--- src/rtl/nibble_serial_adder_pkg.sv ---
// Shared types and constants for the nibble-serial adder.
package nibble_serial_adder_pkg;

  localparam int NIBBLE = 4;

  typedef enum logic [1:0] {
    IDLE = 2'd0,
    CALC = 2'd1,
    DONE = 2'd2
  } state_e;

endpackage

--- src/rtl/nibble_serial_adder_csa.sv ---
// 4-bit carry-select adder: both carry-in cases are precomputed, cin picks one.
module carry_select_adder (
  input  logic [3:0] a,
  input  logic [3:0] b,
  input  logic       cin,
  output logic [3:0] sum,
  output logic       cout
);

  logic [4:0] w_s0;
  logic [4:0] w_s1;

  assign w_s0        = {1'b0, a} + {1'b0, b};
  assign w_s1        = {1'b0, a} + {1'b0, b} + 5'd1;
  assign {cout, sum} = cin ? w_s1 : w_s0;

endmodule

--- src/rtl/nibble_serial_adder.sv ---
// Adds two WIDTH-bit operands one nibble per cycle through a single 4-bit
// carry-select adder, with valid/ready handshakes on both sides.
module nibble_serial_adder
  import nibble_serial_adder_pkg::*;
#(
  parameter int WIDTH = 16
) (
  input  logic             clk,
  input  logic             rst_n,
  input  logic             in_valid,
  output logic             in_ready,
  input  logic [WIDTH-1:0] a,
  input  logic [WIDTH-1:0] b,
  input  logic             cin,
  output logic             out_valid,
  input  logic             out_ready,
  output logic [WIDTH-1:0] sum,
  output logic             cout,
  output logic             busy
);

  localparam int NSL = WIDTH / NIBBLE;
  localparam int KW  = (NSL > 2) ? $clog2(NSL) : 1;

  state_e           r_state;
  state_e           w_next_state;
  logic [WIDTH-1:0] r_a;
  logic [WIDTH-1:0] r_b;
  logic [WIDTH-1:0] r_sum;
  logic [KW-1:0]    r_k;
  logic             r_carry;
  logic             r_cout;

  logic [KW+1:0]    w_base;
  logic [3:0]       w_slice_sum;
  logic             w_slice_cout;
  logic             w_last;

  // Bit offset of the current slice (k * 4).
  assign w_base = {r_k, 2'b00};
  assign w_last = (r_k == KW'(NSL - 1));

  carry_select_adder u_csa (
    .a    (r_a[w_base +: NIBBLE]),
    .b    (r_b[w_base +: NIBBLE]),
    .cin  (r_carry),
    .sum  (w_slice_sum),
    .cout (w_slice_cout)
  );

  // State register.
  always_ff @(posedge clk or negedge rst_n) begin
    if (!rst_n) r_state <= IDLE;
    else        r_state <= w_next_state;
  end

  // Next-state: capture in IDLE, walk slices in CALC, hold result in DONE.
  always_comb begin
    w_next_state = r_state;
    case (r_state)
      IDLE:    if (in_valid)  w_next_state = CALC;
      CALC:    if (w_last)    w_next_state = DONE;
      DONE:    if (out_ready) w_next_state = IDLE;
      default:                w_next_state = IDLE;
    endcase
  end

  // Datapath: operand capture and slice-by-slice accumulation of the sum.
  always_ff @(posedge clk or negedge rst_n) begin
    if (!rst_n) begin
      r_a     <= '0;
      r_b     <= '0;
      r_sum   <= '0;
      r_k     <= '0;
      r_carry <= 1'b0;
      r_cout  <= 1'b0;
    end else begin
      case (r_state)
        IDLE: if (in_valid) begin
          r_a     <= a;
          r_b     <= b;
          r_carry <= cin;
          r_k     <= '0;
        end
        CALC: begin
          r_sum[w_base +: NIBBLE] <= w_slice_sum;
          r_carry                 <= w_slice_cout;
          r_k                     <= r_k + 1'b1;
          if (w_last) r_cout <= w_slice_cout;
        end
        default: ;
      endcase
    end
  end

  assign in_ready  = (r_state == IDLE);
  assign out_valid = (r_state == DONE);
  assign busy      = (r_state != IDLE);
  assign sum       = r_sum;
  assign cout      = r_cout;

endmodule

--- config.mk ---
export PLATFORM = sky130hd
export DESIGN_NAME = nibble_serial_adder
export DESIGN_NICKNAME = d
export VERILOG_FILES = /design/src/rtl/nibble_serial_adder_pkg.sv /design/src/rtl/nibble_serial_adder_csa.sv /design/src/rtl/nibble_serial_adder.sv
export SDC_FILE = /design/constraint.sdc
export NUM_CORES = 1
export LEC_CHECK = 0
export CAP_MARGIN = 20
export CORE_AREA = 4 4 86 88
export CTS_BUF_LIST = sky130_fd_sc_hd__clkbuf_8
export DETAILED_ROUTE_END_ITERATION = 10
export DIE_AREA = 0 0 90 92
export PLACE_DENSITY = 0.61
export SYNTH_ARGS = -nofsm -noshare
export SYNTH_HDL_FRONTEND = slang
export SYNTH_SLANG_ARGS = --single-unit
--- constraint.sdc ---
create_clock -name clk -period 5.7 [get_ports clk]
set_input_delay 1.14 -clock clk [delete_from_list [all_inputs] [get_ports clk]]
set_output_delay 1.14 -clock clk [all_outputs]
set_load 0.005 [all_outputs]
==> results.sh <==
export IMPL_wl_per_cell_um=13.3
export IMPL_synth_cell_type_count=30
export IMPL_cts_root_buf="clkbuf_8"
export IMPL_synth_cells=275
export IMPL_place_inst=402
export IMPL_period_needed_ps=3210
export IMPL_yosysMostFrequentCell="nand2_1"
export IMPL_syn2layout_area_growth_pct=29.0
export IMPL_synth_flop_cell="dfrtp_1"
export IMPL_ant_nets=0
export IMPL_first_pass_iters=4
export IMPL_fmax_ghz=0.311
export IMPL_path_clk_slew_ps=100
export IMPL_synth_top_area_share_pct=51.9
export IMPL_grt_use_total_pct=14.2
export IMPL_grt_overflow_total=0
export IMPL_cp_start_kind="flop"
export IMPL_core_region_area_um2=6640
export IMPL_vias_per_cell=4.79
export IMPL_end_kind="flop"
export IMPL_fin_cells=412
export IMPL_cts_buffers=5
export IMPL_initial_utilization_pct=39.2
export IMPL_hold_path_class="flop to flop"
export IMPL_fin_area_um2=3350
export IMPL_fp_dieH_um=92
export IMPL_fillers=654
export IMPL_period_share_pct=56.4
export IMPL_vias=1973
export IMPL_clockBufferDepth=2
export IMPL_first_iter_violations=54
export IMPL_synth_nets=324
export IMPL_critPathMaxFanout=15
export IMPL_yosysWarningCount=0
export IMPL_grt_pass1_vias=2001
export IMPL_grt_max_degree=55
export IMPL_worst_pin_slew_ps=718
export IMPL_slew_headroom_pct=52.1
export IMPL_antenna_found_initial=0
export IMPL_fp_dieW_um=90
export IMPL_port_buffer_count=56
export IMPL_drive_above_1_share_pct=7.53
export IMPL_placementRows=30
export IMPL_synth_top_cell_by_area="dfrtp_1"
export IMPL_p_leak_nw=1.60
export IMPL_maxCapViolations=0
export IMPL_worstSetupPathType="flop to flop"
export IMPL_antenna_cells=0
export IMPL_wl_um=5470
export IMPL_hold_viol_final=0
export IMPL_yosys_top_cells_area="dfrtp_1 52%, nand2_1 18%, mux4_2 6.9%"
export IMPL_ir_drop_uv=243
export IMPL_rsz0062_at_grt="no"
export IMPL_skew_ps=14.6
export IMPL_synth_edf_count=0
export IMPL_cts_tree="done"
export IMPL_status="finished, final reports clean"
export IMPL_yosysSeqAreaShare_pct=51.9
export IMPL_power_density_nw_per_um2=590
export IMPL_worstSkewPairLatency_ps=320
export IMPL_layout_nets=380
export IMPL_placed_cell_area_um2=3220
export IMPL_gp_congestion=0.780
export IMPL_post_cts_setup_buffers=0
export IMPL_die_area_um2=8280
export IMPL_finalMaxSlewViolations=0
export IMPL_synth_top_cells_by_count="123 x nand2_1, 54 x dfrtp_1, 20 x o21ai_0, 15 x inv_1, 11 x ha_1"
export IMPL_cp_data_required_time_ps=5910
export IMPL_finalSetupViolations=0
export IMPL_synth_avg_cell_area_um2=9.46
export IMPL_cts_hold_buf=0
export IMPL_syn_area_um2=2600
export IMPL_dpl_hpwl_um=4020
export IMPL_grt_pass1_wl_um=9530
export IMPL_async_flop_share_pct=100
export IMPL_arrival_ps=3420
export IMPL_clock_sinks=54
export IMPL_drcViolationCount=0
export IMPL_ctsResizeCount=0
export IMPL_fin_setup_tns_ps=0
export IMPL_ios=57
export IMPL_cts_max_level=2
export IMPL_ys_seq_elements=54
## state kept, by name, indices dropped and copies added, names as in the netlist
signal	count
r_b	16
cout	1
r_state	2
sum	16
r_k	2
r_a	16
r_carry	1
## routing by layer
layer | GRT usage (%) | routed length, um
met1 | 18.2 | 2510
met4 | 5.87 | 98
met3 | 2.87 | 296
met5 | 0 | 0
met2 | 23.5 | 2570
## worst max-delay path: stages (launching register included)
cell and delay [ps]:
dfrtp_1 820, mux4_2 590, ha_1 240, inv_1 80, fa_1 440, inv_1 80, ha_1 140, nand2_1 110
nor4b_4 310, xor2_1 220, o31ai_1 90
## power breakdown
group          leakage (nW)  total (mW)  switching [mW]  internal [mW]
Sequential            0.692       0.664           0.123          0.540
Clock                0.0472       0.223           0.125         0.0979
Combinational         0.864        1.09           0.592          0.499
Total                  1.60        1.98           0.841           1.14
## cells in the final DEF, fill, tap and decap left out, types with 2 or more instances in the layout
cell type          n
dfrtp_1           54
a21oi_1            2
o31ai_1            2
nand2_1          123
clkbuf_8           6
nand2b_1           2
xor2_1             2
nor2_1             8
o21ai_0           20
inv_1             15
mux4_2             8
ha_1              11
xnor2_1            3
clkdlybuf4s50_1   55
## final timing paths
kind | startpoint | endpoint | slack [ps] | cells after the start
min | r_a[13] | r_a[13] | 480 | 2
max | r_k[0] | r_carry | 2490 | 10
max reg2reg | r_k[0] | r_carry | 2490 | 10
min reg2reg | r_a[13] | r_a[13] | 480 | 2
min in group asynchronous | rst_n | sum[14] | 940 | 2
max in group asynchronous | rst_n | r_a[15] | 4300 | 2
## cells by family after synthesis
kind of cell,Yosys count,synth area share (%)
AOI/OAI and AO/OA,29,6.49
xor gates and xnor gates,5,1.68
adders and majority gates,12,6.06
buffers and inverters,25,3.99
DFF,54,51.9
muxes,8,6.93
and+or+nand+nor,142,22.9
## layout make-up
type	count	area [um^2]	share of cell area (%)
clock buffer	6	82.6	2.46
clock inverter	2	12.5	0.373
inverter	15	56.3	1.68
multi-input combinational	196	1150	34.2
sequential	54	1350	40.3
tap	80	100	2.98
timing repair buffer	59	606	18.1
## stage by stage
stage               hold slack, ps  setup slack [ps]  utilization (%)  total power, mW
floorplan                      440              2790                -             1.41
global placement               455              2530             48.4             1.74
detailed placement             459              2450             48.4             1.75
CTS                            482              2440             49.8             1.98
global route                   508              2210             50.5             2.18
finish                         475              2490             50.5             1.98
No activity file was read; power rests on OpenSTA's default activity.
